[src/rtl/vending_ctrl_param.sv]
// vending_ctrl_param: vending FSM with configurable price, exact change, refund and acked outputs.
// Define VEND_TIMEOUT_EN to auto-refund after TIMEOUT_CYC idle cycles in COLLECT.
module vending_ctrl_param #(
  parameter int PRICE       = 25,
  parameter int CREDIT_W    = 6,
  parameter int TIMEOUT_CYC = 1000
) (
  input  logic                clk,
  input  logic                rst,
  input  logic                coin_valid,
  input  logic [1:0]          coin_type,
  input  logic                cancel,
  input  logic                dispense_ack,
  input  logic                change_ack,
  output logic                dispense,
  output logic                change_valid,
  output logic [CREDIT_W-1:0] change_amt,
  output logic                coin_reject,
  output logic [CREDIT_W-1:0] credit,
  output logic [2:0]          state_out
);

  typedef enum logic [2:0] {
    IDLE    = 3'd0,
    COLLECT = 3'd1,
    VEND    = 3'd2,
    CHANGE  = 3'd3,
    REFUND  = 3'd4
  } state_t;

  localparam logic [CREDIT_W-1:0] PRICE_C = CREDIT_W'(PRICE);

  state_t              state;
  logic [CREDIT_W-1:0] coin_val;
  logic [CREDIT_W-1:0] next_credit;
  logic                coin_acc;
  logic                timeout;

  always_comb begin
    coin_val = '0;
    unique case (coin_type)
      2'b01: coin_val = CREDIT_W'(5);
      2'b10: coin_val = CREDIT_W'(10);
      2'b11: coin_val = CREDIT_W'(20);
      2'b00: coin_val = '0;
    endcase
  end

  // cancel in COLLECT takes priority over a coin on the same edge
  assign coin_acc = coin_valid && (coin_type != 2'b00) &&
                    ((state == IDLE) || (state == COLLECT && !cancel));
  assign next_credit = credit + coin_val;
  assign state_out   = state;

`ifdef VEND_TIMEOUT_EN
  localparam int TW = $clog2(TIMEOUT_CYC + 1);
  logic [TW-1:0] idle_cnt;

  assign timeout = (state == COLLECT) &&
                   (idle_cnt == TW'(TIMEOUT_CYC - 1));

  always_ff @(posedge clk) begin
    if (rst || state != COLLECT || coin_acc) begin
      idle_cnt <= '0;
    end else if (!timeout) begin
      idle_cnt <= idle_cnt + 1'b1;
    end
  end
`else
  assign timeout = 1'b0;
`endif

  always_ff @(posedge clk) begin
    if (rst) begin
      state        <= IDLE;
      dispense     <= 1'b0;
      change_valid <= 1'b0;
      change_amt   <= '0;
      coin_reject  <= 1'b0;
      credit       <= '0;
    end else begin
      coin_reject <= coin_valid && !coin_acc;
      case (state)
        IDLE, COLLECT: begin
          if (coin_acc) begin
            credit <= next_credit;
            if (next_credit >= PRICE_C) begin
              state      <= VEND;
              dispense   <= 1'b1;
              change_amt <= next_credit - PRICE_C;
            end else begin
              state <= COLLECT;
            end
          end else if (state == COLLECT && (cancel || timeout)) begin
            state        <= REFUND;
            change_valid <= 1'b1;
            change_amt   <= credit;
          end
        end
        VEND: begin
          if (dispense_ack) begin
            dispense <= 1'b0;
            if (change_amt != '0) begin
              state        <= CHANGE;
              change_valid <= 1'b1;
            end else begin
              state  <= IDLE;
              credit <= '0;
            end
          end
        end
        CHANGE, REFUND: begin
          if (change_ack) begin
            state        <= IDLE;
            change_valid <= 1'b0;
            change_amt   <= '0;
            credit       <= '0;
          end
        end
        default: begin
          state        <= IDLE;
          dispense     <= 1'b0;
          change_valid <= 1'b0;
          change_amt   <= '0;
          credit       <= '0;
        end
      endcase
    end
  end

endmodule

[config.mk]
export PLATFORM = sky130hd
export DESIGN_NAME = vending_ctrl_param
export DESIGN_NICKNAME = d
export VERILOG_FILES = /design/src/rtl/vending_ctrl_param.sv
export SDC_FILE = /design/constraint.sdc
export NUM_CORES = 1
export LEC_CHECK = 0
export CAP_MARGIN = 20
export CORE_MARGIN = 2
export CORE_UTILIZATION = 40
export CTS_CLUSTER_SIZE = 16
export DETAILED_ROUTE_END_ITERATION = 16
export MAX_ROUTING_LAYER = met4
export PLACE_DENSITY_LB_ADDON = 0.25
export SYNTH_ARGS = -nofsm -noshare
export SYNTH_HDL_FRONTEND = slang
export SYNTH_SLANG_ARGS = --single-unit
[constraint.sdc]
create_clock -name clk -period 6.93 [get_ports clk]
set_input_delay 2.079 -clock clk [delete_from_list [all_inputs] [get_ports clk]]
set_output_delay 2.079 -clock clk [all_outputs]
set_load 0.02 [all_outputs]
==> key figures, run 1 <==
Timing
  – Slew margin rel.: 0.446
  – Setup TNS Final: 0 ps
  – Period utilization: 0.705
  – Final setup fails: 0
  – RSZ-0062 raised after global routing: false
  – Slew @ Worst Pin: 828 ps
  – Max Freq: 0.205 GHz
  – Clock skew: 7.60 ps
  – Slew Limit Fails: 0
  – Min Hold Slack: 472 ps
  – Final count of hold timing violations: 0
  – Tmin final: 4890 ps

Floorplanning
  – CORE AREA: 3690 um^2
  – I/O Pins: 26
  – Initial core utilization: 0.421
  – Die Wd: 66.3 um
  – Die area: 4390 um^2
  – FP Rows: 22
  – Die height: 66.3 um

Logic synthesis
  – Syn_area_per_cell: 8.08 um^2
  – Xor and xnor area share after synthesis: 0.0169
  – Main combinational cell family by area after synthesis: compound AO/OA/AOI/OAI gates
  – Synthesis warning total: 0
  – Dominant synthesized flop cell: dfxtp_1
  – Syn Nets: 206
  – Simple-gate share of the synthesized area: 0.250
  – Async set-or-reset flop fraction in the synthesized netlist: 0
  – Netlist cell types: 62
  – FF+latch count, synth: 18
  – Post-synthesis compound-gate area fraction: 0.346
  – Mapped Cells: 192
  – Mux contribution to synthesized area: 0.0460
  – Synth Cell Area: 1550 um^2
  – Post-synthesis sequential area ratio: 0.232
  – EDFF count, synth: 0
  – Post-synthesis adder-cell area fraction: 0.0484

Final layout
  – Fin nets: 223
  – Layout cell share with drive strength beyond 1: 0.0817
  – Antenna diode count: 0
  – Area grow syn2layout: 19.7%
  – Final Core Density: 0.503
  – Finished layout cell area: 1860 um^2

Route
  – Via/cell ratio: 5.99
  – Max layer used: met4
  – Via Count: 1533
  – DRT Pass-1 Iters: 4
  – Met2 WL post-DR: 1710 um
  – Routed wire length: 3760 um
  – Routed length on met1: 1800 um
  – Detailed-route wire length per cell: 14.7 um
  – Iteration-0 DRC Markers: 121
  – Antenna-violating nets left: 0
  – WL met3: 208 um
  – Final routed DRC violation total: 0

Worst setup path
  – Worst EP arrival: 5020 ps
  – CP Data Required Time: 7070 ps
  – Startpoint Class: input port
  – Crit Path Class: in2reg
  – CP Capture Type: flop
  – Crit path max fanout: 11

Place
  – DP HPWL: 2800 um
  – Port Buf Inserts: 25
  – Placed inst area: 1800 um^2
  – Global placement routability congestion: 0.801

Clocking
  – Post-CTS Setup Inserts: 0
  – Clock sink count: 18
  – Num CTS Buffers: 3
  – Resized Gates After CTS: 0
  – Worst-path clk slew: 70 ps
  – Clock buffer depth: 2
  – # hold bufs at CTS: 0
  – Clock tree from TritonCTS: built
  – Root buf cell: clkbuf_8
  – Worst-skew pair later-pin latency: 250 ps
  – H-tree Lvls: 1

Global route
  – Vias in the first global route: 1302
  – Global Route Usage Sum: 0.183
  – Pin count of the biggest net entering global routing: 24
  – Global-route wire length before repair: 6220 um
  – Grt ovf: 0
  – Initial antenna violation count: 0

Min path
  – Hold Crit Class: reg2reg

Pwr
  – Leakage: 0.684 nW
  – PD cells: 203 nW/um^2
  – Tot Pwr: 378 uW
  – IR drop worst, VDD: 0.181 mV

Run status
  – Outcome: finished, final reports clean

Run
  – Maxcap violations: 0
## kinds of logic (layout without fill, tap and decap cells)
logic type	count (synthesis)	after routing
mux	6	6
flops	18	18
simple gates	70	70
xor+xnor	3	3
compound gates	67	67
fa+ha+maj	6	6
buf+inv	22	38
## cell usage in the layout, fill, tap and decap left out, drive strengths merged, types with 4 or more instances in the layout
| cell | synthesis | layout |
|---|---|---|
| a21oi | 13 | 13 |
| a22oi | 4 | 4 |
| a31oi | 5 | 5 |
| and2 | 5 | 5 |
| clkbuf | 8 | 4 |
| clkdlybuf4s50 | 0 | 25 |
| dfxtp | 18 | 18 |
| ha | 6 | 6 |
| inv | 9 | 9 |
| nand2 | 7 | 7 |
| nand2b | 7 | 7 |
| nand3 | 7 | 7 |
| nor2 | 15 | 15 |
| nor2b | 5 | 5 |
| nor3 | 5 | 5 |
| o21ai | 5 | 5 |
| or3 | 4 | 4 |
## worst paths after layout
kind                                    from       endpoint  slack, ps  cells past startpoint
worst max-delay path            coin_type[1]  change_amt[1]       2040                     11
worst min-delay path                dispense       dispense        470                      1
worst max register to register     credit[1]  change_amt[1]       4270                      9
worst min register to register      dispense       dispense        470                      1
## worst max-delay path: stages
cell and delay (ps):
clkdlybuf4s50_1 600, nor2b_4 350, xor2_1 110, ha_1 340, inv_1 70, ha_1 200, nand2b_1 140, a2bb2oi_1 140
a211oi_2 450, a21o_4 240, mux2_4 300
## per-stage QoR
stage | setup slack, ps | std cells
after floorplan | 2640 | 192
after global placement | 1880 | 252
after detailed placement | 1810 | 252
after CTS | 2060 | 256
after global routing | 1830 | 256
final | 2040 | 256
## registers in the layout, indices dropped and copies added, names as in the netlist
signal	cells
change_amt	6
change_valid	1
coin_reject	1
credit	6
dispense	1
state_out	3
## layout make-up
cell class,count,area (um^2)
repair buffers,25,250
fillers,368,1830
flip-flops and latches,18,360
multi-input cells,152,1100
well taps,48,60.1
inverters,9,33.8
clock buffers,4,55.1
## metal layers
layer  track usage  vias to the layer above
met2         0.293                       51
met5             -                        -
li1              -                      767
met1         0.246                      709
met4        0.0332                        0
met3        0.0307                        6
## power breakdown
group	leakage (nW)	total (mW)	internal, mW	switching (mW)
Sequential	0.147	0.128	0.114	0.0140
Combinational	0.509	0.164	0.0736	0.0903
Clock	0.0288	0.0853	0.0504	0.0349
## Yosys cell counts, drive strengths merged, types with 3 or more instances
library cell / n / area share
mux2: 3 / 0.027
and3: 3 / 0.012
nand2: 7 / 0.017
a22oi: 4 / 0.019
a21oi: 13 / 0.042
a311oi: 3 / 0.017
a31oi: 5 / 0.020
mux2i: 3 / 0.019
clkbuf: 8 / 0.019
ha: 6 / 0.048
a2bb2oi: 3 / 0.017
nor3: 5 / 0.016
o21ai: 5 / 0.016
nor2b: 5 / 0.025
buf: 5 / 0.019
a211oi: 3 / 0.018
inv: 9 / 0.022
a221oi: 3 / 0.025
nor2: 15 / 0.036
nor3b: 3 / 0.015
dfxtp: 18 / 0.23
nand2b: 7 / 0.028
and2: 5 / 0.020
or3: 4 / 0.016
nor4: 3 / 0.012
nand3: 7 / 0.023
Power figures use the tool's default switching activity.
==> run 2, diff against run 1 <==
==> constraint.sdc (replaced) <==
create_clock -name clk -period 4.6 [get_ports clk]
set_input_delay 1.38 -clock clk [delete_from_list [all_inputs] [get_ports clk]]
set_output_delay 1.38 -clock clk [all_outputs]
set_load 0.02 [all_outputs]
==> key figures, run 2 (synthesized netlist as in run 1, its figures left out) <==
Run status
  – Outcome: finished, final reports clean

Clocking
  – Resized Gates After CTS: 0 (unchanged)
  – Clock buffer depth: 2 (unchanged)
  – Num CTS Buffers: 3 (unchanged)
  – Worst-path clk slew: 70 ps (about the same)
  – H-tree Lvls: 1 (unchanged)
  – Worst-skew pair later-pin latency: 260 ps (about the same)
  – Clock sink count: 18 (unchanged)
  – Post-CTS Setup Inserts: 0 (unchanged)
  – Clock tree from TritonCTS: built
  – # hold bufs at CTS: 0 (unchanged)
  – Root buf cell: clkbuf_8

Timing
  – Slew Limit Fails: 0 (unchanged)
  – Final count of hold timing violations: 0 (unchanged)
  – Setup TNS Final: 0 ps (unchanged)
  – Final setup fails: 0 (unchanged)
  – Period utilization: 0.887
  – Tmin final: 4080 ps
  – Slew margin rel.: 0.453 (+0.00689)
  – RSZ-0062 raised after global routing: false
  – Max Freq: 0.245 GHz
  – Slew @ Worst Pin: 818 ps (-10.3 ps)
  – Clock skew: 5.76 ps (-1.84 ps)

Place
  – DP HPWL: 2830 um (+1.1%)
  – Global placement routability congestion: 0.827 (+3.2%)
  – Placed inst area: 1820 um^2 (+0.83%)
  – Port Buf Inserts: 25 (unchanged)

Route
  – Via/cell ratio: 5.97 (-0.39%)
  – Routed wire length: 3880 um (+3.2%)
  – Via Count: 1539 (+0.39%)
  – Antenna-violating nets left: 0 (unchanged)
  – Detailed-route wire length per cell: 15.0 um (+2.4%)
  – Iteration-0 DRC Markers: 95 (-21%)
  – Final routed DRC violation total: 0 (unchanged)
  – DRT Pass-1 Iters: 4 (unchanged)

Worst setup path
  – CP max stage cell: clkdlybuf4s50_1
  – Worst EP arrival: 4240 ps (-780 ps)
  – Crit path max fanout: 11 (unchanged)
  – Worst-path cell chain: clkdlybuf4s50_1 -> nor2b_4 -> xor2_1 -> ha_1 -> inv_1 -> ha_1 -> nand2b_1 -> a2bb2oi_1 -> a211oi_2 -> buf_4 -> a21oi_1 -> a311oi_1
  – CP Capture Type: flop
  – Startpoint Class: input port
  – CP bufs+invs: 3 (+1)
  – Max incr delay on CP: 610 ps (about the same)
  – Cell mode on critical path: ha_1
  – CP Data Required Time: 4760 ps (-2310 ps)
  – Crit-path leading delay family: buffers and inverters
  – Crit Path Class: in2reg

Final layout
  – FILL cells: 385 (+4.6%)
  – Layout cell share with drive strength beyond 1: 0.0905 (+0.00875)
  – Finished layout cell area: 1870 um^2 (+0.81%)
  – Commonest non-fill, non-tap cell in the layout: clkdlybuf4s50_1
  – Antenna diode count: 0 (unchanged)
  – Fin nets: 225 (+0.90%)
  – Area grow syn2layout: 20.6%
  – Footprint of the multi-input gates: 1100 um^2 (unchanged)
  – Register area: 360 um^2 (unchanged)
  – Most frequent cells in the layout: clkdlybuf4s50_1 (25), dfxtp_1 (18), nor2_1 (15)

Pwr
  – Sequential group share of total power: 0.333 (-0.007)
  – Switching Fraction: 0.375 (+0.00665)
  – Combinational share of power: 0.436 (+0.002)
  – Clk pwr share: 0.231 (+0.005)
  – IR drop worst, VDD: 0.157 mV (-13%)
  – PD cells: 311 nW/um^2 (+53%)
  – NetSw: 219 uW (+57%)
  – Leakage: 0.694 nW (+1.3%)
  – Pint: 364 uW (+53%)

Global route
  – Global-route wire length before repair: 6290 um (+1.2%)
  – Vias in the first global route: 1314 (+0.92%)
  – Initial antenna violation count: 0 (unchanged)
  – Grt ovf: 0 (unchanged)
  – Global Route Usage Sum: 0.193 (+0.00964)
  – Pin count of the biggest net entering global routing: 24 (unchanged)

Floorplanning
  – Die height: 66.3 um (unchanged)
  – CORE AREA: 3690 um^2 (unchanged)
  – I/O Pins: 26 (unchanged)
  – Die Wd: 66.3 um (unchanged)
  – FP Rows: 22 (unchanged)
  – Initial core utilization: 0.421 (unchanged)
  – Die area: 4390 um^2 (unchanged)

Min path
  – Hold Crit Class: reg2reg

Run
  – Maxcap violations: 0 (unchanged)
==> run 2: final timing paths <==
check | from | to | slack [ps] | cells after the start
hold reg to reg | dispense | dispense | 470 | 1
setup reg to reg | credit[1] | state_out[0] | 2060 | 10
hold / removal | dispense | dispense | 470 | 1
setup / recovery | coin_type[1] | state_out[0] | 520 | 12
==> run 2: cell type report <==
class                   instances  share of cell area
repair buffers                 27               0.142
flip-flops and latches         18               0.193
inverters                       9              0.0180
multi-input cells             152               0.586
clock buffers                   4              0.0294
well taps                      48              0.0321
==> run 2: power groups by stage <==
| stage | Clock [mW] | Combinational, mW | Sequential, mW |
|---|---|---|---|
| 5_1_grt | 0.146 | 0.278 | 0.197 |
| 3_3_place_gp | 0 | 0.252 | 0.198 |
| 3_5_place_dp | 0 | 0.253 | 0.197 |
| 4_1_cts | 0.138 | 0.254 | 0.194 |
| 6_report | 0.134 | 0.254 | 0.194 |
| 2_1_floorplan | 0 | 0.166 | 0.206 |
==> run 2: through the flow <==
| step | utilization | instances | hold WS [ps] | setup WS [ps] | total power [mW] |
|---|---|---|---|---|---|
| 3_3_place_gp | 0.493 | 254 | 455 | 250 | 0.450 |
| 2_1_floorplan | - | 192 | 554 | 1010 | 0.372 |
| 4_1_cts | 0.507 | 258 | 474 | 523 | 0.586 |
| 6_report | 0.507 | 258 | 471 | 522 | 0.582 |
| 3_5_place_dp | 0.493 | 254 | 457 | 261 | 0.450 |
| 5_1_grt | 0.507 | 258 | 507 | 325 | 0.621 |
==> run 2: per-layer routing <==
layer  routed length [um]  vias up  global-route usage
met3                  243        9              0.0392
met1                 1810      723               0.253
met4                   88        0              0.0816
met5                    0        -                   -
met2                 1740       39               0.288
li1                     -      768                   -
==> run 2: worst reg2reg max path, delay by kind of cell (launching register included) <==
kind | cells | cell delay [ps]
xor+xnor | 1 | 120
fa+ha+maj | 2 | 560
buf+inv | 2 | 260
flops | 1 | 540
simple gates | 1 | 140
compound gates | 4 | 810
